## src/rtl/hazard_sched_if.sv

```systemverilog
// ID-stage, branch and debug request inputs plus the interlock and counter outputs of hazard_sched.
// The CNT_W parameter of this interface must match the CNT_W of the scheduler it is connected to.
interface hazard_sched_if #(
    parameter int CNT_W = 32
);
    logic             id_valid;
    logic [4:0]       id_rs;
    logic [4:0]       id_rt;
    logic             id_use_rs;
    logic             id_use_rt;
    logic [4:0]       id_rwd;
    logic             id_wr;
    logic             branch_taken;
    logic             halt_req;
    logic             resume;
    logic             stall;
    logic             bubble;
    logic             flush;
    logic             halted;
    logic [CNT_W-1:0] stall_cnt;
    logic [CNT_W-1:0] flush_cnt;

    modport master (
        output id_valid, id_rs, id_rt, id_use_rs, id_use_rt, id_rwd, id_wr,
               branch_taken, halt_req, resume,
        input  stall, bubble, flush, halted, stall_cnt, flush_cnt
    );

    modport slave (
        input  id_valid, id_rs, id_rt, id_use_rs, id_use_rt, id_rwd, id_wr,
               branch_taken, halt_req, resume,
        output stall, bubble, flush, halted, stall_cnt, flush_cnt
    );
endinterface

```

## src/rtl/hazard_sched.sv

```systemverilog
// Interlock scheduler for a 5-stage pipeline without EX forwarding: RAW stalls, branch flushes,
// and a drain-then-halt sequence for debug, driven from a shift-register scoreboard of in-flight writers.
module hazard_sched #(
    parameter int DEPTH     = 3,
    parameter int WB_BYPASS = 1,
    parameter int CNT_W     = 32
) (
    input  logic           clk,
    input  logic           rst,
    hazard_sched_if.slave  hs
);
    typedef enum logic [1:0] {
        ST_RUN    = 2'd0,
        ST_DRAIN  = 2'd1,
        ST_HALTED = 2'd2
    } state_t;

    // With the write-first register file, the WB entry is already visible to ID reads.
    localparam int CHK = DEPTH - WB_BYPASS;

    state_t                  state_r;
    state_t                  state_nx_s;
    logic [DEPTH-1:0]        sb_v_r;
    logic [DEPTH-1:0][4:0]   sb_rd_r;
    logic [CNT_W-1:0]        stall_cnt_r;
    logic [CNT_W-1:0]        flush_cnt_r;
    logic                    hazard_s;
    logic                    issue_s;
    logic                    stall_s;
    logic                    bubble_s;
    logic                    flush_s;
    logic                    halted_s;

    function automatic logic sb_match(
        input logic [4:0]            r,
        input logic [DEPTH-1:0]      v,
        input logic [DEPTH-1:0][4:0] rd
    );
        logic m;
        m = 1'b0;
        for (int i = 0; i < CHK; i++) begin
            m = m | (v[i] & (rd[i] == r));
        end
        return m;
    endfunction

    assign hazard_s = hs.id_valid &
                      ((hs.id_use_rs & (hs.id_rs != 5'd0) & sb_match(hs.id_rs, sb_v_r, sb_rd_r)) |
                       (hs.id_use_rt & (hs.id_rt != 5'd0) & sb_match(hs.id_rt, sb_v_r, sb_rd_r)));

    assign issue_s = (state_r == ST_RUN) & hs.id_valid & hs.id_wr & (hs.id_rwd != 5'd0) &
                     ~stall_s & ~flush_s;

    // State register
    always_ff @(posedge clk) begin
        if (rst) begin
            state_r <= ST_RUN;
        end else begin
            state_r <= state_nx_s;
        end
    end

    // Next-state logic: halt request drains, an empty scoreboard halts, resume restarts
    always_comb begin
        state_nx_s = state_r;
        case (state_r)
            ST_RUN:    state_nx_s = hs.halt_req ? ST_DRAIN : ST_RUN;
            ST_DRAIN:  state_nx_s = (sb_v_r == {DEPTH{1'b0}}) ? ST_HALTED : ST_DRAIN;
            ST_HALTED: state_nx_s = hs.resume ? ST_RUN : ST_HALTED;
            default:   state_nx_s = ST_RUN;
        endcase
    end

    // Output logic; an illegal state freezes the pipeline until the next-state logic recovers it
    always_comb begin
        stall_s  = 1'b0;
        bubble_s = 1'b1;
        flush_s  = 1'b0;
        halted_s = 1'b0;
        if (rst) begin
            stall_s  = 1'b0;
            bubble_s = 1'b1;
        end else begin
            case (state_r)
                ST_RUN: begin
                    flush_s  = hs.branch_taken;
                    stall_s  = hazard_s & ~hs.branch_taken;
                    bubble_s = hazard_s | hs.branch_taken;
                end
                ST_DRAIN: begin
                    stall_s  = 1'b1;
                    bubble_s = 1'b1;
                    flush_s  = hs.branch_taken;
                end
                ST_HALTED: begin
                    stall_s  = 1'b1;
                    bubble_s = 1'b1;
                    halted_s = 1'b1;
                end
                default: begin
                    stall_s  = 1'b1;
                    bubble_s = 1'b1;
                end
            endcase
        end
    end

    // Scoreboard shift: entry 0 takes the issuing writer, older entries age toward WB
    always_ff @(posedge clk) begin
        if (rst) begin
            sb_v_r  <= {DEPTH{1'b0}};
            sb_rd_r <= {(DEPTH*5){1'b0}};
        end else begin
            sb_v_r  <= {sb_v_r[DEPTH-2:0], issue_s};
            sb_rd_r <= {sb_rd_r[DEPTH-2:0], (issue_s ? hs.id_rwd : 5'd0)};
        end
    end

    // Saturating performance counters
    always_ff @(posedge clk) begin
        if (rst) begin
            stall_cnt_r <= {CNT_W{1'b0}};
            flush_cnt_r <= {CNT_W{1'b0}};
        end else begin
            if ((state_r == ST_RUN) && stall_s && (stall_cnt_r != {CNT_W{1'b1}})) begin
                stall_cnt_r <= stall_cnt_r + CNT_W'(1);
            end else begin
                stall_cnt_r <= stall_cnt_r;
            end
            if (flush_s && (flush_cnt_r != {CNT_W{1'b1}})) begin
                flush_cnt_r <= flush_cnt_r + CNT_W'(1);
            end else begin
                flush_cnt_r <= flush_cnt_r;
            end
        end
    end

    assign hs.stall     = stall_s;
    assign hs.bubble    = bubble_s;
    assign hs.flush     = flush_s;
    assign hs.halted    = halted_s;
    assign hs.stall_cnt = stall_cnt_r;
    assign hs.flush_cnt = flush_cnt_r;
endmodule
```

## src/flat_wrapper.sv

```systemverilog
// flat-port wrapper written by rule: the top's interface ports become plain ports
module hazard_sched_flat 
#(
    parameter int DEPTH     = 3,
    parameter int WB_BYPASS = 1,
    parameter int CNT_W     = 32
)
  (clk, rst, hs_id_valid, hs_id_rs, hs_id_rt, hs_id_use_rs, hs_id_use_rt, hs_id_rwd, hs_id_wr, hs_branch_taken, hs_halt_req, hs_resume, hs_stall, hs_bubble, hs_flush, hs_halted, hs_stall_cnt, hs_flush_cnt);
  hazard_sched_if #(.CNT_W(CNT_W)) hs_i ();
  input  logic clk;
  input  logic rst;
  input wire logic [$bits(hs_i.id_valid)-1:0] hs_id_valid;
  input wire logic [$bits(hs_i.id_rs)-1:0] hs_id_rs;
  input wire logic [$bits(hs_i.id_rt)-1:0] hs_id_rt;
  input wire logic [$bits(hs_i.id_use_rs)-1:0] hs_id_use_rs;
  input wire logic [$bits(hs_i.id_use_rt)-1:0] hs_id_use_rt;
  input wire logic [$bits(hs_i.id_rwd)-1:0] hs_id_rwd;
  input wire logic [$bits(hs_i.id_wr)-1:0] hs_id_wr;
  input wire logic [$bits(hs_i.branch_taken)-1:0] hs_branch_taken;
  input wire logic [$bits(hs_i.halt_req)-1:0] hs_halt_req;
  input wire logic [$bits(hs_i.resume)-1:0] hs_resume;
  output wire logic [$bits(hs_i.stall)-1:0] hs_stall;
  output wire logic [$bits(hs_i.bubble)-1:0] hs_bubble;
  output wire logic [$bits(hs_i.flush)-1:0] hs_flush;
  output wire logic [$bits(hs_i.halted)-1:0] hs_halted;
  output wire logic [$bits(hs_i.stall_cnt)-1:0] hs_stall_cnt;
  output wire logic [$bits(hs_i.flush_cnt)-1:0] hs_flush_cnt;
  assign hs_i.id_valid = hs_id_valid;
  assign hs_i.id_rs = hs_id_rs;
  assign hs_i.id_rt = hs_id_rt;
  assign hs_i.id_use_rs = hs_id_use_rs;
  assign hs_i.id_use_rt = hs_id_use_rt;
  assign hs_i.id_rwd = hs_id_rwd;
  assign hs_i.id_wr = hs_id_wr;
  assign hs_i.branch_taken = hs_branch_taken;
  assign hs_i.halt_req = hs_halt_req;
  assign hs_i.resume = hs_resume;
  assign hs_stall = hs_i.stall;
  assign hs_bubble = hs_i.bubble;
  assign hs_flush = hs_i.flush;
  assign hs_halted = hs_i.halted;
  assign hs_stall_cnt = hs_i.stall_cnt;
  assign hs_flush_cnt = hs_i.flush_cnt;
  hazard_sched #(.DEPTH(DEPTH), .WB_BYPASS(WB_BYPASS), .CNT_W(CNT_W)) u_core (.clk(clk), .rst(rst), .hs(hs_i));
endmodule
```

## config.mk

```make
export PLATFORM = sky130hd
export DESIGN_NAME = hazard_sched_flat
export DESIGN_NICKNAME = d
export VERILOG_FILES = /design/src/rtl/hazard_sched_if.sv /design/src/rtl/hazard_sched.sv /design/src/flat_wrapper.sv
export SDC_FILE = /design/constraint.sdc
export NUM_CORES = 1
export LEC_CHECK = 0
export CAP_MARGIN = 5
export CORE_MARGIN = 4
export CORE_UTILIZATION = 54
export CTS_CLUSTER_SIZE = 40
export DETAILED_ROUTE_END_ITERATION = 16
export PLACE_DENSITY_LB_ADDON = 0.05
export SLEW_MARGIN = 20
export SYNTH_ARGS = -nofsm -noshare
export SYNTH_HDL_FRONTEND = slang
export SYNTH_SLANG_ARGS = --single-unit
```

## constraint.sdc

```tcl
create_clock -name clk -period 6.7 [get_ports clk]
set_clock_uncertainty 0.1 [all_clocks]
set_input_delay 1.34 -clock clk [delete_from_list [all_inputs] [get_ports clk]]
set_output_delay 1.34 -clock clk [all_outputs]
set_load 0.03 [all_outputs]
```

## Word-level counts from Yosys, hierarchy flattened

Index checks and enable logic that the tools add are counted.

| word-level totals | value |
|---|---|
| register bits | 79 |
| output and inout bits | 68 |

| cells by class | value |
|---|---|
| add/subtract/negate cells | 2 |
| equality and inequality tests | 8 |
| multiplexer cells | 12 |
| bitwise operators | 23 |
| reductions and logical operators | 10 |

Operators with widths:

| operator | count |
|---|---|
| $add 32x1->32 const B | 2 |
| $ne 32x32->1 const B | 2 |
| $eq 5x5->1 | 4 |
| $and 1x1->1 | 15 |
| $reduce_bool 5->1 | 3 |
| $mux 1 | 9 |
| $pmux 2 s3 | 1 |
| $mux 2 | 2 |
| $not 1->1 | 4 |
| $or 1x1->1 | 4 |
| $reduce_or 2->1 | 2 |
| $logic_and 1x1->1 | 3 |
| $logic_not 3->1 | 1 |
| $eq 2x1->1 const B | 1 |
| $eq 2x2->1 const B | 1 |
| $logic_not 2->1 | 1 |

## Depth between registers and ports, before layout

Gate-level depths: netlist of run 1.

| logic depth | value |
|---|---|
| word-level depth | 14 |
| gate-level depth with buffers | 8 |
| depth with buffers taken out | 7 |

## Worst setup path after synthesis of run 1

OpenSTA, ideal clock, no wires.

| timing | value |
|---|---|
| path kind | in2out |
| start | in hs_id_rs[0] |
| end | out hs_stall |
| data arrival time | 2.507 ns |
| path slack | 2.753 ns |
| cell stages on the path | 6 |
| path buffers | 0 |
| cells stage by stage | xnor2_1 > nand4_1 > o22ai_1 > a22oi_1 > o21a_1 > nor2_1 |

| between the ends | value |
|---|---|
| word-level cells in the longest chain between the ends | 9 |

RTL lines:

| what | line | source |
|---|---|---|
| start: declaration | flat_wrapper.sv:13 | `input wire logic [$bits(hs_i.id_rs)-1:0] hs_id_rs;` |
| $eq 5x5->1 | hazard_sched.sv:42 | `m = m \| (v[i] & (rd[i] == r));` |
| $and 1x1->1 | hazard_sched.sv:42 |  |
| $or 1x1->1 | hazard_sched.sv:42 |  |
| $and 1x1->1 (*) | hazard_sched.sv:48 | `((hs.id_use_rs & (hs.id_rs != 5'd0) & sb_match(hs.id_rs, sb_v_r, sb_rd_r)) \|` |
| $or 1x1->1 (*) | hazard_sched.sv:48 |  |
| $and 1x1->1 (*) | hazard_sched.sv:47 | `assign hazard_s = hs.id_valid &` |
| $and 1x1->1 (*) | hazard_sched.sv:87 | `stall_s = hazard_s & ~hs.branch_taken;` |
| $mux 1 (*) | hazard_sched.sv:84 | `case (state_r)` |
| $mux 1 (*) | hazard_sched.sv:80 | `if (rst) begin` |
| end: declaration | flat_wrapper.sv:22 | `output wire logic [$bits(hs_i.stall)-1:0] hs_stall;` |

Mark *: on every way between the ends. The rest lies on a longest branch, timed or not.

## Worst setup path in the final report of run 1

| timing | value |
|---|---|
| start | in hs_id_rs[1] |
| end | out hs_stall |

Same word-level chain as after synthesis.

==> metrics, run 1 <==
number of routed nets with antenna violations=0; post-synthesis cell count=471; vias per std cell=5.72; fin cells=654; placed cell area=0.00497 mm²; Reg-to-Reg Start=u_core.hs.stall_cnt[2]; status=finished, final reports clean; Least-Margin Pin Slew=917 ps; Yosys cell types=51; final wirelength=9950 µm; Worst Hold Launch=u_core.hs.stall_cnt[31]; die width=94.5 µm; I/O pin cnt=92; DRC Markers=0; die span in y=94.5 µm; CP most frequent cell=clkdlybuf4s50_1; initial antenna violation count=0; TritonCTS Sinks=79; f_max=198 MHz; hold slack=409 ps; CTS Buf Count=9; post-synthesis cell area=0.00404 mm²; net count after synthesis=497; CP Class=in -> out; Cells after DPL=638; vias in the first global route=3510; Logic pwr share=6.1%; Slew HR=38.4%; first-pass GRT wire length=16300 µm; largest net degree at the start of global routing=80; total congestion overflow=0; VDD IR max=0.154 mV; Switching Share=23.4%; leakage=1.65 nW; final worst-path setup slack=1640 ps; switching power=0.217 mW; Slowest-stage cell, CP=clkdlybuf4s50_1; CP arrival=3620 ps; Area growth syn-to-layout=28.7%; Antenna Cells=0; post-DP HPWL=7020 µm; sequential share of power=51.3%; Yosys reg bits=79; DRT Pass-1 Iters=4; gr usage total=22.7%; Cell Chain, Critical Path=clkdlybuf4s50_1 > or3_1 > o311a_1 > a22oi_1 > o21a_1 > nor2_1 > clkdlybuf4s50_1; P_int=0.712 mW; CTS tree=built; maxcap violations=0; flop2flop setup slack=3790 ps; RSZ-0062 raised after global routing=false; worst skew pair latency=360 ps; # setup viols final=0; average size of a mapped cell=8.57 µm²; FFs w/ async S/R, synth=0%; H-tree depth=3; Buffers on Ports=91; Seq/Total Area, Yosys=39.2%; DRC marker count from the first detailed-route iteration=196; Routed wire per std cell=15.2 µm; Worst R2R Path Depth=6; Ys Warns=0; top_reg_cell synth=dfxtp_1; RD Place Congestion=0.811; post-layout net count=576; CTS resizes=0; Post-Place Worst Slack=1630 ps; Core Footprint=0.00725 mm²; Hold Path Stages=2; via count=3738; hold_buf cts=0; Setup crit start kind=input pin; Worst Path Max Fanout=3; part of the power in the clock network=42.6%; Min-Delay Path Class=reg -> reg; Final Hold Viols=0; Initial Util=55.6%; fin area=0.00519 mm²; root cell of the clock tree=clkbuf_8; Post-CTS Repair Setup Buffers=0; Crit. End Element=primary output; number of enable flip-flop cells after synthesis=0; Max stage delay on crit path=620 ps; share of cells above drive strength 1=7.21%; RR Endpoint=u_core.hs.stall_cnt[1]; Clock Path Buffers=2; Final Slew Violations=0; PwrDens=179 mW/mm²; WHS Endpoint=u_core.hs.stall_cnt[31]; fin crit period=5060 ps; Worst-path clk slew=80 ps; Sum Neg Setup Slack=0 ps; CP required=5260 ps; period utilization=75.6%; die area=0.00892 mm²; Core Rows=31
worst max-delay path, delay by kind of cell:
| kind | cells | cell delay (ps) |
|---|---|---|
| buffers and inverters | 2 | 1080 |
| AOI/OAI and AO/OA | 3 | 770 |
| and+or+nand+nor | 2 | 430 |
routing by layer:
metal / vias to the layer above / track usage [%] / routed length [µm]
li1: 1874 / - / -
met1: 1745 / 30.5 / 4610
met2: 105 / 35.8 / 4660
met3: 14 / 3.98 / 510
met4: 0 / 9.98 / 162
met5: - / 0 / 0
cell families after synthesis:
logic type	synth area share, %
simple gates	33.1
xor+xnor	10.8
compound gates	10.5
buf+inv	3.38
mux	2.29
flops	39.2
fa+ha+maj	0.620
power groups by stage:
stage          clock network, mW  logic [mW]  registers, mW
3_5_place_dp                   0      0.0569          0.487
5_1_grt                    0.423      0.0614          0.477
3_3_place_gp                   0      0.0561          0.487
2_1_floorplan                  0      0.0293          0.488
6_report                   0.396      0.0567          0.476
4_1_cts                    0.403      0.0572          0.476
registers in the layout, indices dropped and copies added (netlist names):
signal and count:
u_core.hs.flush_cnt 32, u_core.state_r 2, u_core.sb_rd_r 10, u_core.hs.stall_cnt 32
u_core.sb_v_r 3
cell usage in the layout (no fill, tap or decap), types with 5 or more instances in the layout:
cell type	instances
and3_1	10
dfxtp_1	79
nor2_1	50
nor2b_1	15
nand2_1	30
or4_1	17
nand3_1	28
o21ai_0	10
mux2_2	6
nor4_1	9
nor3_1	11
and2_1	12
clkbuf_8	9
or3_1	12
nand4_1	21
o31ai_1	14
xnor2_1	33
clkdlybuf4s50_1	90
and4_1	5
xor2_1	17
a21oi_1	23
final cells by class:
class / instances / area, µm²
Fill cell: 596 / 2060
Clock buffer: 9 / 124
Multi-Input combinational cell: 362 / 2320
Clock inverter: 7 / 96.3
Timing Repair Buffer: 94 / 928
Sequential cell: 79 / 1580
Inverter: 4 / 15.0
Tap cell: 99 / 124
Yosys cell counts (all sizes together), types with 4 or more instances:
cell | n | share of area, %
a21oi | 23 | 2.9
and2 | 12 | 1.9
and3 | 10 | 1.5
and4 | 8 | 1.9
buf | 11 | 1.6
clkbuf | 15 | 1.4
dfxtp | 79 | 39
inv | 4 | 0.37
mux2 | 7 | 2.0
nand2 | 30 | 2.8
nand3 | 29 | 3.9
nand4 | 21 | 3.3
nor2 | 50 | 4.6
nor2b | 15 | 2.3
nor3 | 11 | 1.4
nor4 | 11 | 2.1
o21ai | 10 | 1.2
o31ai | 14 | 2.6
or3 | 12 | 1.9
or4 | 18 | 3.4
xnor2 | 33 | 7.2
xor2 | 17 | 3.7
worst max path at each step:
| stage | startpoint | end | cells after the start |
|---|---|---|---|
| after floorplan | hs_id_rs[0] | hs_stall | 6 |
| after global placement | hs_id_rs[1] | hs_stall | 7 |
| after detailed placement | hs_id_rs[1] | hs_stall | 7 |
| after CTS | hs_id_rs[1] | hs_stall | 7 |
| after global routing | hs_id_rs[1] | hs_stall | 7 |
| final | hs_id_rs[1] | hs_stall | 7 |
through the flow:
stage	total power [mW]	utilization, %
detailed placement	0.544	68.6
finish	0.929	71.6
CTS	0.936	71.6
floorplan	0.518	-
global route	0.961	71.6
global placement	0.543	68.6
Power figures use the tool's default switching activity.
==> run 2: changes to the inputs <==
Settings changed: CORE_UTILIZATION 54 to 46.
Clock period 6.7 ns to 4.6 ns, I/O delays scaled along.
==> run 2 against run 1 <==
Setup slack got worse by 1300 ps. Highest routed layer unchanged. Sequential share of layout area fell by 0.14 points. Clock-buffer cell count rose by 5. Clock power rose by 43%. Largest power group unchanged. Critical endpoint unchanged. Sequential cell count did not move.
==> metrics, run 2 (synthesis gave the netlist of run 1 again) <==
Routed wire per std cell=15.0 µm (-1.2%); Post-CTS Repair Setup Buffers=0 (unchanged); CTS Buf Count=9 (unchanged); I/O pin cnt=92 (unchanged); Antenna Cells=0 (unchanged); flop2flop setup slack=1850 ps (-1940 ps); Min-Delay Path Class=reg -> reg; f_max=237 MHz; worst skew pair latency=340 ps (-20 ps); initial antenna violation count=0 (unchanged); RR Endpoint=u_core.hs.stall_cnt[25]; status=finished, final reports clean; PwrDens=258 mW/mm² (+44%); Final Slew Violations=0 (unchanged); CP Class=in -> out; CTS tree=built; CTS resizes=0 (unchanged); most common cell after layout, fill and taps aside=clkdlybuf4s50_1; Initial Util=48.2% (-7.5 points); # setup viols final=0 (unchanged); Area growth syn-to-layout=29.3%; Final Hold Viols=0 (unchanged); maxcap violations=0 (unchanged); leakage=1.67 nW (+1.3%); Cells after DPL=644 (+0.94%); final wirelength=9920 µm (-0.30%); H-tree depth=3 (unchanged); Slew HR=45.9% (+7.5 points); vias in the first global route=3534 (+0.68%); Buffers on Ports=91 (unchanged); Core Footprint=0.00838 mm² (+16%); vias per std cell=5.74 (+0.50%); post-DP HPWL=7080 µm (+0.89%); Clock Path Buffers=2 (unchanged); total congestion overflow=0 (unchanged); Reg-to-Reg Start=u_core.hs.stall_cnt[2]; hold_buf cts=0 (unchanged); Sum Neg Setup Slack=0 ps (unchanged); root cell of the clock tree=clkbuf_8; Crit. End Element=primary output; Final Util=62.2% (-9.4 points); WHS Endpoint=u_core.hs.stall_cnt[4]; Worst-path clk slew=80 ps (about the same); Least-Margin Pin Slew=812 ps (-105 ps); Worst Hold Launch=u_core.hs.stall_cnt[4]; Worst Path Max Fanout=3 (unchanged); share of cells above drive strength 1=7.21% (unchanged); final worst-path setup slack=380 ps (-1260 ps); VDD IR max=0.147 mV (-4.2%); gr usage total=19.9% (-2.8 points); die span in y=102 µm (+7.6%); Post-Place Worst Slack=382 ps (-1250 ps); period utilization=91.7%; post-layout net count=576 (unchanged); Core Rows=33 (+6.5%); fin cells=660 (+0.92%); number of routed nets with antenna violations=0 (unchanged); Worst R2R Path Depth=6 (unchanged); die width=102 µm (+7.6%); largest net degree at the start of global routing=81 (+1.3%); via count=3791 (+1.4%); first-pass GRT wire length=16800 µm (+3.1%); DRC Markers=0 (unchanged); Setup crit start kind=input pin; CP required=3580 ps (-1680 ps); DRC marker count from the first detailed-route iteration=188 (-4.1%); TritonCTS Sinks=79 (unchanged); die area=0.0103 mm² (+16%); most frequent cells in the layout=clkdlybuf4s50_1 (90), dfxtp_1 (79), nor2_1 (50), xnor2_1 (33), nand2_1 (30); CP arrival=3200 ps (-420 ps); DRT Pass-1 Iters=4 (unchanged); RD Place Congestion=0.861 (+6.1%); fin crit period=4220 ps; RSZ-0062 raised after global routing=false; Hold Path Stages=2 (unchanged)
## run 2: power breakdown
| part | internal (mW) | switching (mW) |
|---|---|---|
| clock network | 0.324 | 0.244 |
| logic | 0.0414 | 0.0415 |
| registers | 0.688 | 0.00615 |
## run 2: cell type report
type | instances | area (µm²)
clock buffer | 14 | 193
sequential | 79 | 1580
timing repair buffer | 94 | 928
tap | 105 | 131
multi-input combinational | 362 | 2330
fill | 770 | 3160
clock inverter | 2 | 35.0
inverter | 4 | 15.0
## run 2: worst max-delay path, stage by stage
cell             delay [ps]
clkdlybuf4s50_1         470
or3_1                   410
o311a_1                 330
a22oi_1                 300
o21a_1                  150
nor2_1                   30
clkdlybuf4s50_1         590
## run 2: worst max-delay path by stage
stage,from,to,slack [ps],cells after the start
floorplan,hs_id_rs[0],hs_stall,1490,6
global route,hs_id_rs[1],hs_stall,300,7
detailed placement,hs_id_rs[1],hs_stall,380,7
global placement,hs_id_rs[1],hs_stall,410,7
CTS,hs_id_rs[1],hs_stall,380,7
finish,hs_id_rs[1],hs_stall,380,7
## run 2: per-stage QoR
step	area [µm²]	power (mW)	hold slack, ps
floorplan	4040	0.754	374
global placement	4980	0.792	388
detailed placement	4980	0.793	399
CTS	5210	1.36	410
global route	5220	1.40	433
finish	5220	1.35	406
## run 2: layer usage
metal  wire, µm  GRT usage, %  vias to the layer above
met5          0             0                        -
met4        163          7.36                        0
met3        632          4.34                       12
met2       4580          31.4                       99
met1       4540          26.6                     1809
li1           -             -                     1871
